==> src/rtl/tmds_pkg.sv <==
// rtl/tmds_pkg.sv - TMDS word width, control token codes and alignment states
package tmds_pkg;

  localparam int WORD_W = 10;

  // Token values are written MSB..LSB; bit 0 is the first bit on the wire.
  localparam logic [WORD_W-1:0] CTRL_TOK0 = 10'b1101010100;
  localparam logic [WORD_W-1:0] CTRL_TOK1 = 10'b0010101011;
  localparam logic [WORD_W-1:0] CTRL_TOK2 = 10'b0101010100;
  localparam logic [WORD_W-1:0] CTRL_TOK3 = 10'b1010101011;

  typedef enum logic [1:0] {
    SEARCH = 2'd0,
    VERIFY = 2'd1,
    LOCKED = 2'd2
  } state_t;

endpackage

==> src/rtl/tmds_token_match.sv <==
// rtl/tmds_token_match.sv - combinational detector for the four TMDS control tokens
module tmds_token_match
  import tmds_pkg::*;
(
  input  logic [WORD_W-1:0] sr,
  output logic              hit,
  output logic [1:0]        ctrl
);

  always_comb begin
    hit  = 1'b1;
    ctrl = 2'b00;
    case (sr)
      CTRL_TOK0: ctrl = 2'b00;
      CTRL_TOK1: ctrl = 2'b01;
      CTRL_TOK2: ctrl = 2'b10;
      CTRL_TOK3: ctrl = 2'b11;
      default:   hit  = 1'b0;
    endcase
  end

endmodule

==> src/rtl/tmds_deserializer.sv <==
// rtl/tmds_deserializer.sv - serial-to-parallel TMDS receiver with control-token word alignment
module tmds_deserializer
  import tmds_pkg::*;
#(
  parameter int LOCK_COUNT = 4,
  parameter int MISS_LIMIT = 8
) (
  input  logic              clk,
  input  logic              rst_n,
  input  logic              s_in,
  output logic [WORD_W-1:0] word,
  output logic              word_valid,
  output logic [1:0]        ctrl,
  output logic              ctrl_valid,
  output logic              locked
);

  localparam logic [1:0] ST_SEARCH = SEARCH;
  localparam logic [1:0] ST_VERIFY = VERIFY;
  localparam logic [1:0] ST_LOCKED = LOCKED;
  localparam logic [3:0] LOCK_N    = 4'(LOCK_COUNT);
  localparam logic [3:0] MISS_N    = 4'(MISS_LIMIT);

  logic [WORD_W-1:0] sr;
  logic [3:0]        phase;
  logic [1:0]        state;
  logic [3:0]        good_cnt;
  logic [3:0]        miss_cnt;
  logic              hit;
  logic [1:0]        tok_ctrl;
  logic              boundary;
  logic [3:0]        miss_inc;

  tmds_token_match u_match (
    .sr   (sr),
    .hit  (hit),
    .ctrl (tok_ctrl)
  );

  // Phase 9 marks the cycle in which sr holds a complete aligned word.
  assign boundary = (phase == 4'd9);
  assign miss_inc = (miss_cnt == 4'hF) ? miss_cnt : miss_cnt + 4'd1;

  always_ff @(posedge clk or negedge rst_n) begin
    if (!rst_n) begin
      sr         <= '0;
      phase      <= '0;
      state      <= ST_SEARCH;
      good_cnt   <= '0;
      miss_cnt   <= '0;
      word       <= '0;
      word_valid <= 1'b0;
      ctrl       <= 2'b00;
      ctrl_valid <= 1'b0;
      locked     <= 1'b0;
    end else begin
      sr         <= {s_in, sr[WORD_W-1:1]};
      phase      <= boundary ? 4'd0 : phase + 4'd1;
      word_valid <= 1'b0;
      case (state)
        ST_SEARCH: begin
          if (hit) begin
            phase    <= 4'd0;
            good_cnt <= 4'd1;
            if (LOCK_COUNT == 1) begin
              state    <= ST_LOCKED;
              locked   <= 1'b1;
              miss_cnt <= '0;
            end else begin
              state <= ST_VERIFY;
            end
          end
        end
        ST_VERIFY: begin
          if (boundary) begin
            if (hit) begin
              good_cnt <= good_cnt + 4'd1;
              if (good_cnt + 4'd1 == LOCK_N) begin
                state    <= ST_LOCKED;
                locked   <= 1'b1;
                miss_cnt <= '0;
              end
            end else begin
              state    <= ST_SEARCH;
              good_cnt <= '0;
            end
          end
        end
        ST_LOCKED: begin
          if (boundary) begin
            word       <= sr;
            word_valid <= 1'b1;
            ctrl_valid <= hit;
            ctrl       <= tok_ctrl;
            if (hit) miss_cnt <= '0;
          end else if (hit) begin
            // A token seen off-phase means the link slipped; tolerate a few before dropping lock.
            if (miss_inc >= MISS_N) begin
              state    <= ST_SEARCH;
              locked   <= 1'b0;
              good_cnt <= '0;
              miss_cnt <= '0;
            end else begin
              miss_cnt <= miss_inc;
            end
          end
        end
        default: begin
          state  <= ST_SEARCH;
          locked <= 1'b0;
        end
      endcase
    end
  end

endmodule

==> config.mk <==
export PLATFORM = sky130hd
export DESIGN_NAME = tmds_deserializer
export DESIGN_NICKNAME = d
export VERILOG_FILES = /design/src/rtl/tmds_pkg.sv /design/src/rtl/tmds_token_match.sv /design/src/rtl/tmds_deserializer.sv
export SDC_FILE = /design/constraint.sdc
export NUM_CORES = 1
export LEC_CHECK = 0
export CAP_MARGIN = 30
export CORE_ASPECT_RATIO = 0.8
export CORE_MARGIN = 2
export CORE_UTILIZATION = 46
export DETAILED_ROUTE_END_ITERATION = 7
export PLACE_DENSITY_LB_ADDON = 0.1
export SLEW_MARGIN = 10
export SYNTH_ARGS = -nofsm -noshare
export SYNTH_HDL_FRONTEND = slang
export SYNTH_SLANG_ARGS = --single-unit
export TNS_END_PERCENT = 20
==> constraint.sdc <==
create_clock -name clk -period 2.3 [get_ports clk]
set_input_delay 0.46 -clock clk [delete_from_list [all_inputs] [get_ports clk]]
set_output_delay 0.46 -clock clk [all_outputs]
set_load 0.03 [all_outputs]
-- After elaboration in Yosys (flattened, before gate mapping)
Index checks and enable logic that the tools add are counted.
- register bits: 39
- bits of input ports: 3
- output and inout bits: 15
- word-level logic and storage cells: 79
- $add $sub $neg: 3
- $lt $le $gt $ge: 1
- equality and inequality tests: 17
- muxes and demuxes: 38
- bitwise logic cells: 1
- reductions and logical operators: 9
- operators by type and width (operator ; number):
    4-bit 2-to-1 mux ; 17
    10-bit equality test (second input constant) ; 2
    2-bit 2-to-1 mux ; 7
    2-bit != test (second input constant) ; 7
    4-bit by 1-bit adder with 4-bit output (second input constant) ; 3
    2-bit one-hot mux with 3 select lines ; 2
    4-bit one-hot mux with 3 select lines ; 1
    6-bit AND reduction ; 2
    10-bit by 8-bit equality test with 1-bit output (second input constant) ; 1
    10-bit by 9-bit equality test with 1-bit output (second input constant) ; 1
    1-bit 2-to-1 mux ; 9
    4-bit equality test (second input constant) ; 2
    4-bit one-hot mux with 2 select lines ; 1
    7-bit AND reduction ; 1
    5-bit AND reduction ; 1
    4-bit by 3-bit equality test with 1-bit output (second input constant) ; 1
    4-bit greater-or-equal comparator (second input constant) ; 1
    4-bit OR reduction ; 1
    3-bit != test (second input constant) ; 1
    1-bit one-hot mux with 3 select lines ; 1
    3-bit nonzero test ; 1
    2-bit by 1-bit equality test with 1-bit output (second input constant) ; 1
    2-bit equality test (second input constant) ; 1
    2-bit logical NOT ; 1
    other kinds (3) ; 3

-- Depth between registers and ports, before layout
Gate-level depths: netlist of the first run.
- depth in word-level cells: 7
- depth in mapped cells: 7
- depth with buffers taken out: 7

-- Hierarchy
From an unflattened synthesis of the first run, not the netlist that was laid out.
- cells, all modules: 148
- area, all modules: 1865.5 um^2
- modules (own cells, without submodules) (module ; instances ; cells an instance ; area each (um^2)):
    tmds_deserializer ; 1 ; 139 ; 1744.2
    tmds_token_match ; 1 ; 9 ; 121.4

-- Least setup slack after synthesis of the first run
No wires, ideal clock.
- path type: flip-flop to flip-flop
- start: reg state[0]
- end: reg good_cnt[3]
- data arrival time: 1.939 ns
- required time: 2.231 ns
- setup slack: 0.292 ns
- cell stages (with the launch flop): 7
- buffers on the path: 0
- period minus slack after synthesis: 2.008 ns
- cell sequence: dfrtp_1 > inv_1 > ha_1 > or2_2 > a211o_1 > or4_1 > nand3_1
- longest elaborated chain between the ends: 3
- elaborated cells between the ends (all ways): 11
- ends and longest elaborated chain (element ; line ; RTL):
    start: declaration ; tmds_deserializer.sv:26 ; logic [1:0] state;
    start signal: assignment ; tmds_deserializer.sv:48 ; state <= ST_SEARCH;
    start signal: assignment ; tmds_deserializer.sv:66 ; state <= ST_LOCKED;
    start signal: assignment ; tmds_deserializer.sv:70 ; state <= ST_VERIFY;
    2-bit equality test, or another cell as far along ; tmds_deserializer.sv:60 ; case (state)
    2-bit != test (no source line) or 3-bit nonzero test (tied branches) ; n/a ;
    6-bit AND reduction (no source line) ; n/a ;
    end signal: assignment ; tmds_deserializer.sv:77 ; good_cnt <= good_cnt + 4'd1;
    end: declaration ; tmds_deserializer.sv:27 ; logic [3:0] good_cnt;
Several ways; a longest one is shown, not always the timed one.
A chain may end at the register's enable or synchronous reset.

-- Worst setup path in the final report of the first run
Same ends and word-level chain as after synthesis.

==> results of run 1 <==
[power by group through the flow]
stage	registers [mW]	logic, mW	clock network (mW)
after floorplan	0.813	0.304	0
final	0.813	0.437	0.573
after global placement	0.819	0.414	0
after CTS	0.813	0.432	0.592
after detailed placement	0.827	0.428	0
after global routing	0.823	0.479	0.622
[cell families (layout without fill, tap and decap cells)]
| kind of cell | count (synthesis) | after routing | synth area share |
|---|---|---|---|
| xor+xnor | 3 | 3 | 0.0144 |
| fa+ha+maj | 8 | 8 | 0.0550 |
| buf+inv | 12 | 37 | 0.0254 |
| mux | 6 | 6 | 0.0358 |
| flops | 39 | 39 | 0.536 |
| compound gates | 28 | 28 | 0.0949 |
| simple gates | 81 | 81 | 0.238 |
[per-stage QoR]
stage / cell area, µm² / total power [mW] / setup WS, ps
6_report: 2180 / 1.82 / 222
5_1_grt: 2180 / 1.92 / 85.2
4_1_cts: 2180 / 1.84 / 227
3_5_place_dp: 2060 / 1.25 / 239
3_3_place_gp: 2060 / 1.23 / 294
2_1_floorplan: 1820 / 1.12 / 292
[area by class of cell]
cell class                 count  area share
sequential                    39       0.448
multi-input combinational    126       0.365
clock inverter                 2      0.0161
timing repair buffer          20      0.0861
inverter                       9      0.0155
tap                           55      0.0316
clock buffer                   6      0.0379
[per-layer routing]
layer  vias up  part of all wire  global-route usage
li1        661                 -                   -
met2        29              0.45               0.269
met3         4             0.045              0.0422
met4         0            0.0085              0.0663
met1       643              0.49               0.241
met5         -                 0                   0
[flip-flops by register name (all words and copies together), names as in the netlist]
signal and flops:
sr 10, ctrl_valid 1, good_cnt 4, miss_cnt 4, word_valid 1, phase 4, word 10, locked 1
state 2, ctrl 2
[final timing paths]
check / slack [ps] / start / end
min in group clk: 440 / sr[1] / sr[0]
min: 280 / rst_n / good_cnt[2]
max in group asynchronous: 1480 / rst_n / sr[8]
max reg2reg: 220 / state[0] / good_cnt[3]
max: 220 / state[0] / good_cnt[3]
min reg2reg: 440 / sr[1] / sr[0]
[worst max-delay path: stages (launching register included)]
cell     delay, ps
dfrtp_1        390
inv_1           90
ha_1           300
or2_2          330
a211o_1        310
or4_1          500
nand3_1         90
[placed cells by master, fill, tap and decap left out, types with 3 or more instances in the layout]
cell type,Yosys,routed
clkdlybuf4s50_1,0,16
dfrtp_1,39,39
clkbuf_8,0,6
ha_1,8,8
nand3_1,4,4
inv_1,9,9
nor2_1,6,6
buf_4,0,3
o21ai_0,11,11
nand2_1,45,45
a21oi_1,5,5
nand2b_1,4,4
==> flow_metrics.env, run 1 <==
export IMPL_status="complete, no violations"
export IMPL_synth_ff_type="dfrtp_1"
export IMPL_cts_buffers=5
export IMPL_vias=1337
export IMPL_nNetsFinal=212
export IMPL_drt_antenna_violating_nets=0
export IMPL_grt_pass1_wl_um=5770
export IMPL_multi_input_area_um2=797
export IMPL_synth_edf_count=0
export IMPL_grtUsageTotal=0.175
export IMPL_htreeDepth=2
export IMPL_clock_sinks=39
export IMPL_via_per_inst=5.20
export IMPL_fmax_ghz=0.481
export IMPL_setup_viol=0
export IMPL_die_w_um=74.3
export IMPL_cts_tree="done"
export IMPL_switching_power_uw=546
export IMPL_die_area_mm2=0.00448
export IMPL_yosys_area_top_type="dfrtp_1"
export IMPL_critPathCaptureType="flip-flop"
export IMPL_sw_frac_of_total=0.299
export IMPL_clock_skew_ps=7.13
export IMPL_crit_arrival_ps=2300
export IMPL_cts_root_buf="clkbuf_8"
export IMPL_netlist_area_leader_share=0.536
export IMPL_synthCells=177
export IMPL_fillers=357
export IMPL_drive_gt1_frac=0.104
export IMPL_ir_drop_v=0.000457
export IMPL_cts_reportedPaths_clkPinSlew_ps=70
export IMPL_seq_power_share=0.446
export IMPL_finalHoldViolations=0
export IMPL_fin_setup_tns_ps=0
export IMPL_hold_class="primary input to asynchronous set/reset pin"
export IMPL_clockBufferDepth=2
export IMPL_initial_utilization=0.478
export IMPL_rr_worst_depth=6
export IMPL_routedWlPerCell_um=13.2
export IMPL_drv_slew=0
export IMPL_maxCapViolCount=0
export IMPL_comb_power_share=0.240
export IMPL_tightest_slew_ps=847
export IMPL_route_detailed_drc=0
export IMPL_rsz0062_at_grt="false"
export IMPL_yosysSeqAreaShare=0.536
export IMPL_slew_headroom=0.435
export IMPL_drtPass1Iterations=4
export IMPL_fin_hold_ws_ps=285
export IMPL_dp_cells=249
export IMPL_post_layout_nonfiller_instances=257
export IMPL_drt_initial_drc_count=98
export IMPL_n_antenna_cell=0
export IMPL_rows=20
export IMPL_netlist_area_mm2=0.00182
export IMPL_ys_warnings_count=0
export IMPL_synth_ff_latch_count=39
export IMPL_gp_congestion=0.902
export IMPL_cp_required_ps=2520
export IMPL_overflow=0
export IMPL_ys_types=43
export IMPL_pin_count=18
export IMPL_synthArstFlopShare=1.00
export IMPL_crit_type="flip-flop to flip-flop"
export IMPL_clock_latency_ps=280
export IMPL_p_leak_nw=1.02
export IMPL_path_max_fanout=7
export IMPL_grt_pass1_vias=1296
export IMPL_dp_hpwl_um=2500
export IMPL_cts_setup_buffers=0
export IMPL_yosysMostFrequentCell="nand2_1"
export IMPL_fin_crit_sh=0.903
export IMPL_cts_resized=0
export IMPL_antenna_found_initial=0
export IMPL_syn_num_nets=188
export IMPL_syn2layout_area_growth_pct=19.9
export IMPL_startpoint_type="flip-flop"
export IMPL_p_clk_frac=0.314
export IMPL_die_y_um=60.3
export IMPL_seq_area_um2=976
export IMPL_ys_top_cells_by_area="dfrtp_1, nand2_1, ha_1"
export IMPL_drt_wl_total_um=3400
export IMPL_netlist_top_cells_count="nand2_1, dfrtp_1, o21ai_0"
export IMPL_fp_coreArea_mm2=0.00380
export IMPL_grt_max_degree=40
export IMPL_pwr_density_cell_mw_per_mm2=836
export IMPL_period_needed_ps=2080
export IMPL_utilization=0.573
export IMPL_io_buffers=17
export IMPL_p_int_mw=1.28
export IMPL_syn_area_per_cell_um2=10.3
export IMPL_cts_hold_buf=0
No activity file was read; power rests on OpenSTA's default activity.
==> run 2, diff against run 1 <==
- GPL_ROUTABILITY_DRIVEN: unset -> 0
==> results of run 2 <==
The final DEF is identical to that of run 1; final timing and power are the same.
